`config.mk`:
```
export PLATFORM = sky130hd
export DESIGN_NAME = pwm_symbol_demod
export DESIGN_NICKNAME = d
export VERILOG_FILES = /design/src/rtl/pwm_demod_pkg.sv /design/src/rtl/pwm_edge_sync.sv /design/src/rtl/pwm_symbol_demod.sv
export SDC_FILE = /design/constraint.sdc
export NUM_CORES = 1
export LEC_CHECK = 0
export ABC_AREA = 1
export CELL_PAD_IN_SITES_DETAIL_PLACEMENT = 1
export CELL_PAD_IN_SITES_GLOBAL_PLACEMENT = 1
export CORE_MARGIN = 2
export CORE_UTILIZATION = 43
export CTS_CLUSTER_SIZE = 10
export DETAILED_ROUTE_END_ITERATION = 8
export PLACE_DENSITY_LB_ADDON = 0.25
export SKIP_LAST_GASP = 1
export SYNTH_ARGS = -nofsm -noshare
export SYNTH_HDL_FRONTEND = slang
export SYNTH_SLANG_ARGS = --single-unit
```
`constraint.sdc`:
```
create_clock -name clk -period 2.3 [get_ports clk]
set_clock_uncertainty 0.15 [all_clocks]
set_input_delay 0.46 -clock clk [delete_from_list [all_inputs] [get_ports clk]]
set_output_delay 0.46 -clock clk [all_outputs]
set_load 0.02 [all_outputs]
```
`src/rtl/pwm_demod_pkg.sv`:
```
// Shared types and constants for the pulse-width symbol demodulator.
package pwm_demod_pkg;

    typedef enum logic [1:0] {
        DRAIN = 2'd0,
        IDLE  = 2'd1,
        HIGH  = 2'd2
    } state_t;

    localparam logic [1:0] ERR_NONE  = 2'b00;
    localparam logic [1:0] ERR_SHORT = 2'b01;
    localparam logic [1:0] ERR_LONG  = 2'b10;

endpackage

```
`src/rtl/pwm_edge_sync.sv`:
```
// Input register(s) for sig_in plus rise/fall detection. Synchroniser depth is
// 2 flops when PWM_DEMOD_SYNC2_EN is defined, otherwise a single register.
module pwm_edge_sync
    import pwm_demod_pkg::*;
(
    input  logic clk,
    input  logic rst,
    input  logic sig_in,
    output logic sig_q,
    output logic rise,
    output logic fall,
    output logic primed
);

    logic sig_q_r;
    logic sig_prev_r;

`ifdef PWM_DEMOD_SYNC2_EN
    logic       meta_r;
    logic [1:0] vld_r;

    // Two-stage synchroniser; vld_r tracks when sig_q_r holds a real line sample.
    always_ff @(posedge clk) begin
        if (rst) begin
            meta_r     <= 1'b0;
            sig_q_r    <= 1'b0;
            sig_prev_r <= 1'b0;
            vld_r      <= 2'b00;
        end else begin
            meta_r     <= sig_in;
            sig_q_r    <= meta_r;
            sig_prev_r <= sig_q_r;
            vld_r      <= {vld_r[0], 1'b1};
        end
    end

    assign primed = vld_r[1];
`else
    logic vld_r;

    // Single input register; vld_r tracks when sig_q_r holds a real line sample.
    always_ff @(posedge clk) begin
        if (rst) begin
            sig_q_r    <= 1'b0;
            sig_prev_r <= 1'b0;
            vld_r      <= 1'b0;
        end else begin
            sig_q_r    <= sig_in;
            sig_prev_r <= sig_q_r;
            vld_r      <= 1'b1;
        end
    end

    assign primed = vld_r;
`endif

    assign sig_q = sig_q_r;
    assign rise  = sig_q_r & ~sig_prev_r;
    assign fall  = ~sig_q_r & sig_prev_r;

endmodule

```
`src/rtl/pwm_symbol_demod.sv`:
```
// Pulse-width demodulator: classifies high pulses as bits or errors and packs
// bits MSB-first into words. PWM_DEMOD_SYNC2_EN adds one synchroniser stage.
module pwm_symbol_demod
    import pwm_demod_pkg::*;
#(
    parameter int CNT_W  = 8,
    parameter int MIN_W  = 2,
    parameter int THRESH = 11,
    parameter int MAX_W  = 200,
    parameter int WORD_W = 8
) (
    input  logic              clk,
    input  logic              rst,
    input  logic              sig_in,
    output logic              bit_data,
    output logic              bit_valid,
    output logic [WORD_W-1:0] word_data,
    output logic              word_valid,
    output logic              err_valid,
    output logic [1:0]        err_code,
    output logic              busy
);

    localparam int BC_W = (WORD_W > 1) ? $clog2(WORD_W) : 1;

    logic              sig_q_s;
    logic              rise_s;
    logic              fall_s;
    logic              primed_s;

    state_t            state_r;
    state_t            state_next_s;
    logic [CNT_W-1:0]  cnt_r;
    logic [CNT_W-1:0]  cnt_next_s;
    logic              accept_s;
    logic              bit_s;
    logic              err_s;
    logic [1:0]        err_code_s;

    logic [BC_W-1:0]   bit_cnt_r;
    logic [WORD_W-2:0] shreg_r;
    logic [WORD_W-1:0] word_next_s;

    logic              bit_data_r;
    logic              bit_valid_r;
    logic [WORD_W-1:0] word_data_r;
    logic              word_valid_r;
    logic              err_valid_r;
    logic [1:0]        err_code_r;
    logic              busy_r;

    pwm_edge_sync u_sync (
        .clk    (clk),
        .rst    (rst),
        .sig_in (sig_in),
        .sig_q  (sig_q_s),
        .rise   (rise_s),
        .fall   (fall_s),
        .primed (primed_s)
    );

    // FSM state and pulse-width counter registers.
    always_ff @(posedge clk) begin
        if (rst) begin
            state_r <= DRAIN;
            cnt_r   <= {CNT_W{1'b0}};
        end else begin
            state_r <= state_next_s;
            cnt_r   <= cnt_next_s;
        end
    end

    // Next-state, counter update and per-pulse decision.
    always_comb begin
        state_next_s = state_r;
        cnt_next_s   = cnt_r;
        accept_s     = 1'b0;
        bit_s        = 1'b0;
        err_s        = 1'b0;
        err_code_s   = ERR_NONE;
        case (state_r)
            DRAIN: begin
                cnt_next_s = {CNT_W{1'b0}};
                // primed keeps the reset value of sig_q from being mistaken for a low line
                if (primed_s && !sig_q_s) begin
                    state_next_s = IDLE;
                end else begin
                    state_next_s = DRAIN;
                end
            end
            IDLE: begin
                if (rise_s) begin
                    state_next_s = HIGH;
                    cnt_next_s   = CNT_W'(1);
                end else begin
                    state_next_s = IDLE;
                end
            end
            HIGH: begin
                // In HIGH the previous sample is always 1, so fall equals sig_q==0
                if (fall_s) begin
                    state_next_s = IDLE;
                    cnt_next_s   = {CNT_W{1'b0}};
                    if (cnt_r < CNT_W'(MIN_W)) begin
                        err_s      = 1'b1;
                        err_code_s = ERR_SHORT;
                    end else begin
                        accept_s = 1'b1;
                        bit_s    = (cnt_r <= CNT_W'(THRESH));
                    end
                end else if (cnt_r < CNT_W'(MAX_W)) begin
                    cnt_next_s = cnt_r + CNT_W'(1);
                end else begin
                    err_s        = 1'b1;
                    err_code_s   = ERR_LONG;
                    state_next_s = DRAIN;
                    cnt_next_s   = {CNT_W{1'b0}};
                end
            end
            default: begin
                state_next_s = DRAIN;
                cnt_next_s   = {CNT_W{1'b0}};
            end
        endcase
    end

    assign word_next_s = {shreg_r, bit_s};

    // Registered strobes plus MSB-first word assembly.
    always_ff @(posedge clk) begin
        if (rst) begin
            bit_data_r   <= 1'b0;
            bit_valid_r  <= 1'b0;
            word_data_r  <= {WORD_W{1'b0}};
            word_valid_r <= 1'b0;
            err_valid_r  <= 1'b0;
            err_code_r   <= ERR_NONE;
            busy_r       <= 1'b0;
            bit_cnt_r    <= {BC_W{1'b0}};
            shreg_r      <= {(WORD_W-1){1'b0}};
        end else begin
            bit_data_r   <= accept_s & bit_s;
            bit_valid_r  <= accept_s;
            err_valid_r  <= err_s;
            err_code_r   <= err_code_s;
            busy_r       <= (state_next_s == HIGH);
            word_valid_r <= 1'b0;
            if (accept_s) begin
                shreg_r <= word_next_s[WORD_W-2:0];
                if (bit_cnt_r == BC_W'(WORD_W - 1)) begin
                    word_data_r  <= word_next_s;
                    word_valid_r <= 1'b1;
                    bit_cnt_r    <= {BC_W{1'b0}};
                end else begin
                    bit_cnt_r <= bit_cnt_r + BC_W'(1);
                end
            end else if (err_s) begin
                bit_cnt_r <= {BC_W{1'b0}};
                shreg_r   <= {(WORD_W-1){1'b0}};
            end else begin
                bit_cnt_r <= bit_cnt_r;
            end
        end
    end

    assign bit_data   = bit_data_r;
    assign bit_valid  = bit_valid_r;
    assign word_data  = word_data_r;
    assign word_valid = word_valid_r;
    assign err_valid  = err_valid_r;
    assign err_code   = err_code_r;
    assign busy       = busy_r;

endmodule

```
==> metrics, run 1 <==
status=finished, final reports clean; post-synthesis sequential area ratio=0.465; reg2reg end=bit_cnt_r[1]; hold_sp=word_data[6]; initial DRC count=45; actual transition at the worst max-transition pin=just under 0.5 ns; adder-cell share of the synthesized area=0.0536; Max transition margin=0.671; Row Count=22; Pre-Repair DR Iteration Count=4; YS warnings=0; total track usage=0.199; critical path class=flip-flop to flip-flop; CP Capture Type=flip-flop; simple-gate share of the synthesized area=0.320; clock tree buffer depth=2; ant diodes=0; Die Area=about 0.0043 mm2; die width=roughly 66 um; via count=1,397; Period minus WS final=approximately 1.9 ns; Antenna Violating Nets Remaining=0; compound-cell area share of the yosys netlist=0.0459; setup bufs post-CTS=0; Inserted Clock Buffers=5; Worst Hold Path EP=word_data[6]; Starting Density=0.447; Slew Limit Fails=0; fin crit share=0.833; vias per cell=approximately 5.0; vias in the first global route=roughly 1.5k; met3 Usage GRT=0.0428; clk root buf=clkbuf_8; # clock sinks=38; crit path DAT=about 2.0 ns; Worst EP required=2.39 ns; highest cell delay on the worst timing path=between 0.4 and 0.5 ns; Core ar.=between 0.003 and 0.004 mm2; Avg Inst Size Synth=between 7 and 8 um2; flops & latches, synth=38; dpl cell area=~0.0018 mm2; GR peak layer=met2; largest family of logic cells by synthesized area=simple AND/OR/NAND/NOR gates; most numerous cell in the Yosys netlist=nand2_1; I/O Buffers=17; Area growth syn-to-layout=16.9%; Clock transition at path regs=approximately 0.08 ns; # H-tree levels=2; cell area after layout=~0.0019 mm2; post-synthesis cell type count=22; Cell Pwr Density=around 620 mW/mm2; CTS tree=built; DRC viols=0; Nets=240; VDD IR max=0.346 mV; RSZ-0062 raised after global routing=false; Hold Violations, Final=0; routability cong.=just over 0.8; Gates resized, CTS repair=0; Post-synth EDFFs=0; Area contributors post-synth=dfxtp_1 (47%), nand2_1 (11%), nor2_1 (6.7%); Die H=between 60 and 70 um; min-delay worst type=flip-flop to flip-flop; top_reg_cell synth=dfxtp_1; Placed Instances=271; Mapped Area=0.00164 mm2; CP Depth=8; Max Clock Freq=about 520 MHz; first-pass GRT wire length=between 6000 and 7000 um; FF-to-FF setup slack=roughly 0.38 ns; fraction of layout cells with a size suffix above 1=0.104; wire per inst=approximately 14 um; slowest cell on the critical path=nor2_2; drt total wl=3780 um; post-DP HPWL=between 2000 and 3000 um; later-pin clock latency in the skew report=0.29 ns; # IOs=18; crit-path cells=inv_1, ha_1, inv_2, nor2_2, nand3_1, inv_2, nand2_1, nand2_1; most frequent cells after synthesis=nand2_1 (46), dfxtp_1 (38), nor2_1 (29); initial antenna violation count=0; max cap viols=0; worst path bufs/invs=3; met2 usage=0.327; GR met1 Demand/Resource=0.246; largest net degree at the start of global routing=16; final non-filler cell total=279; r2r startpoint=state_r[0]; mux contribution to synthesized area=0; GR Overflow Total=0; crit-path max FO=11; hold buffers post-CTS=0; setup_tns=0 ns; Synth Instances=210; xor/xnor share of the synthesized area=0.0214; share of the synthesized area in the top cell type=0.465; Async SR Flop Fraction=0; post-synth top area cell=dfxtp_1; fin util=0.522; hold slack=0.320 ns; Mapped Nets=220; Final Setup Violations=0; Hold Path Stages=2; Startpoint Class=flip-flop; Leakage Power=a little under 0.8 nW; Reg2Reg Depth=8; CP delay by family, top=simple AND/OR/NAND/NOR gates
[worst reg2reg max path, delay by kind of cell, from the launching register on]
family	cells	cell delay (ns)
flip-flops	1	0.33
buffers and inverters	3	0.37
AND/OR/NAND/NOR	4	0.77
adder cells (fa/ha/maj)	1	0.25
[through the flow]
| stage | total power [W] | setup slack, ns |
|---|---|---|
| detailed placement | 0.000728 | 0.414 |
| global route | 0.00123 | 0.210 |
| CTS | 0.00119 | 0.392 |
| floorplan | 0.000713 | 0.800 |
| finish | 0.00119 | 0.383 |
| global placement | 0.000725 | 0.567 |
[flip-flops by register name, indices dropped and copies added (netlist names)]
register / cells
err_valid: 1
u_sync.sig_q: 1
bit_data: 1
bit_valid: 1
state_r: 2
err_code: 2
word_valid: 1
bit_cnt_r: 3
busy: 1
u_sync.primed: 1
u_sync.sig_prev_r: 1
word_data: 8
shreg_r: 7
cnt_r: 8
[metal layers]
metal | part of all wire | up-vias
li1 | - | 701
met1 | 0.47 | 666
met2 | 0.48 | 21
met3 | 0.030 | 9
met4 | 0.020 | 0
met5 | 0 | -
[worst max path at each step]
stage	start	slack [ns]	to
floorplan	state_r[0]	0.80	word_data[0]
global placement	state_r[0]	0.57	bit_cnt_r[1]
detailed placement	state_r[0]	0.41	bit_cnt_r[1]
CTS	state_r[0]	0.39	bit_cnt_r[1]
global route	state_r[0]	0.21	bit_cnt_r[1]
finish	state_r[0]	0.38	bit_cnt_r[1]
[power breakdown]
group          switching (W)  internal, W
Sequential        0.00000378     0.000662
Clock               0.000233     0.000242
Combinational      0.0000316    0.0000151
Total               0.000269     0.000919
[placed cells by master (no fill, tap or decap), types with 2 or more instances in the layout]
cell / netlist / layout
clkbuf_8: 3 / 6
nor3_1: 2 / 2
nor2_1: 29 / 29
nand2_1: 46 / 46
o21ai_0: 3 / 3
nand3_1: 18 / 18
clkdlybuf4s50_1: 0 / 17
o21ai_1: 2 / 2
ha_1: 7 / 7
inv_1: 20 / 20
a21oi_1: 10 / 10
buf_4: 0 / 2
nand2_2: 7 / 7
dfxtp_1: 38 / 38
nand4_1: 9 / 9
xor2_1: 3 / 3
inv_2: 5 / 5
[layout make-up]
class,count,area [um2]
clock buffer,7,86.3
clock inverter,1,5.00
fill,466,1750
inverter,25,93.8
multi-input combinational,141,721
sequential,38,761
tap,48,60.1
timing repair buffer,19,185
[cells by family after synthesis]
kind of cell,count (synthesis)
buf+inv,31
xor+xnor,4
fa+ha+maj,7
compound gates,15
simple gates,115
flops,38
Power figures use the tool's default switching activity.
==> run 2, diff against run 1 <==
--- a/config.mk
+++ b/config.mk
@@ -9,7 +9,7 @@
 export CELL_PAD_IN_SITES_DETAIL_PLACEMENT = 1
 export CELL_PAD_IN_SITES_GLOBAL_PLACEMENT = 1
 export CORE_MARGIN = 2
-export CORE_UTILIZATION = 43
+export CORE_UTILIZATION = 40
 export CTS_CLUSTER_SIZE = 10
 export DETAILED_ROUTE_END_ITERATION = 8
 export PLACE_DENSITY_LB_ADDON = 0.25
==> constraint.sdc (replaced) <==
create_clock -name clk -period 1.8 [get_ports clk]
set_clock_uncertainty 0.15 [all_clocks]
set_input_delay 0.36 -clock clk [delete_from_list [all_inputs] [get_ports clk]]
set_output_delay 0.36 -clock clk [all_outputs]
set_load 0.02 [all_outputs]
==> metrics, run 2 (synthesized netlist as in run 1, its figures left out) <==
Max Clock Freq=565 MHz; Die Area=~0.0046 mm2; FF/Latch Area=between 700 and 800 um2; VDD IR max=between 0.4 and 0.5 mV; Startpoint Class=flip-flop; status=finished, final reports clean; # H-tree levels=2; slowest cell on the critical path=clkdlybuf4s50_1; r2r startpoint=state_r[0]; later-pin clock latency in the skew report=0.29 ns; CTS tree=built; Core ar.=between 0.003 and 0.004 mm2; min-delay worst type=flip-flop to flip-flop; # IOs=18; worst path bufs/invs=1; cell area after layout=slightly below 0.002 mm2; leading cell type in the layout, fill and taps excluded=nand2_1; clk root buf=clkbuf_8; ant diodes=0; Clock transition at path regs=~0.07 ns; critical path class=flip-flop to primary output; reg2reg end=word_data[1]; fill count=511; Inserted Clock Buffers=5; Slew Limit Fails=0; highest cell delay on the worst timing path=0.61 ns; crit-path max FO=2; total track usage=0.179; CP Capture Type=primary output; Final Setup Violations=0; Die H=approximately 68 um; Area growth syn-to-layout=18.7%; area of the multi-input gates=726 um2; vias in the first global route=~1.3k; max cap viols=0; Pre-Repair DR Iteration Count=4; Hold Path Stages=2; Nets=about 240; hold slack=between 0.3 and 0.4 ns; Reg2Reg Depth=7; commonest cells after routing, fill and taps aside=nand2_1 (46), dfxtp_1 (38), nor2_1 (29); Antenna Violating Nets Remaining=0; pre-CTS setup slack=0.119 ns; setup_tns=0 ns; crit path DAT=around 1.3 ns; Leakage Power=between 0.8 and 0.9 nW; largest net degree at the start of global routing=16; via count=~1.4k; I/O Buffers=17; CP startpoint=word_data[7]; hold_sp=word_data[5]; routability cong.=0.747; initial antenna violation count=0; fraction of layout cells with a size suffix above 1=0.115; FF-to-FF setup slack=0.18 ns; wire per inst=approximately 13 um; RSZ-0062 raised after global routing=false; Max transition margin=0.814; vias per cell=around 4.8; Worst EP required=around 1.3 ns; CP delay by family, top=buffers and inverters; GR Overflow Total=0; Period minus WS final=1.77 ns; Hold Violations, Final=0; drt total wl=3560 um; DRC viols=0; first-pass GRT wire length=around 6000 um; Final WS setup=about 0.03 ns; post-DP HPWL=~2700 um; fin crit share=0.983; clock tree buffer depth=2; Tot Pwr=approximately 0.0015 W; crit-path cells=clkdlybuf4s50_1; # clock sinks=38; Row Count=23; Starting Density=0.412; Worst Hold Path EP=word_data[5]; Cell Pwr Density=between 700 and 800 mW/mm2; actual transition at the worst max-transition pin=0.279 ns; die width=~68 um; initial DRC count=57; dpl cell area=approximately 0.0018 mm2
run 2: cell count changes in the layout (fill, tap and decap cells not counted):
cell and delta:
nor2_2 -1, nor2_4 +1, buf_4 +3
run 2: stage by stage:
step,std cells,util
floorplan,210,-
global placement,276,0.465
detailed placement,276,0.465
CTS,284,0.488
global route,284,0.489
finish,284,0.489
run 2: final cells by class:
cell class,instances,area share
flip-flops and latches,38,0.392
multi-input cells,141,0.374
repair buffers,22,0.107
inverters,25,0.0483
clock buffers,7,0.0445
well taps,50,0.0322
clock inverters,1,0.00258
run 2: report_power, final:
part / switching (W) / internal (W)
sequential: 0.00000438 / 0.000847
clock: 0.000293 / 0.000309
combinational: 0.0000401 / 0.0000206
run 2: repair_timing:
action,in CTS,in global routing
setup endpoints to repair,0,13
resized for setup,0,1
setup buffers,0,0
hold buffers,0,0
run 2: layer usage:
layer  global-route usage  share of wire  up-vias
li1                     -              -      709
met1                0.239           0.52      625
met2                0.269           0.43       19
met3               0.0477          0.035        6
met4               0.0825          0.018        0
met5                    0              0        -
run 2: how the worst max path moves through the flow:
stage              endpoint  slack, ns  depth (start not counted)
2_1_floorplan  word_data[0]       0.30                          8
3_3_place_gp     shreg_r[6]       0.16                          6
3_5_place_dp   word_data[6]       0.12                          7
4_1_cts        word_data[7]       0.03                          1
5_1_grt        word_data[7]      0.001                          1
6_report       word_data[7]       0.03                          1
==> run 3, diff against run 2 <==
--- a/config.mk
+++ b/config.mk
@@ -10,6 +10,7 @@
 export CELL_PAD_IN_SITES_GLOBAL_PLACEMENT = 1
 export CORE_MARGIN = 2
 export CORE_UTILIZATION = 40
+export CTS_CLUSTER_DIAMETER = 40
 export CTS_CLUSTER_SIZE = 10
 export DETAILED_ROUTE_END_ITERATION = 8
 export PLACE_DENSITY_LB_ADDON = 0.25
==> results of run 3 <==
Final layout, timing and power as in run 2 (identical DEF).
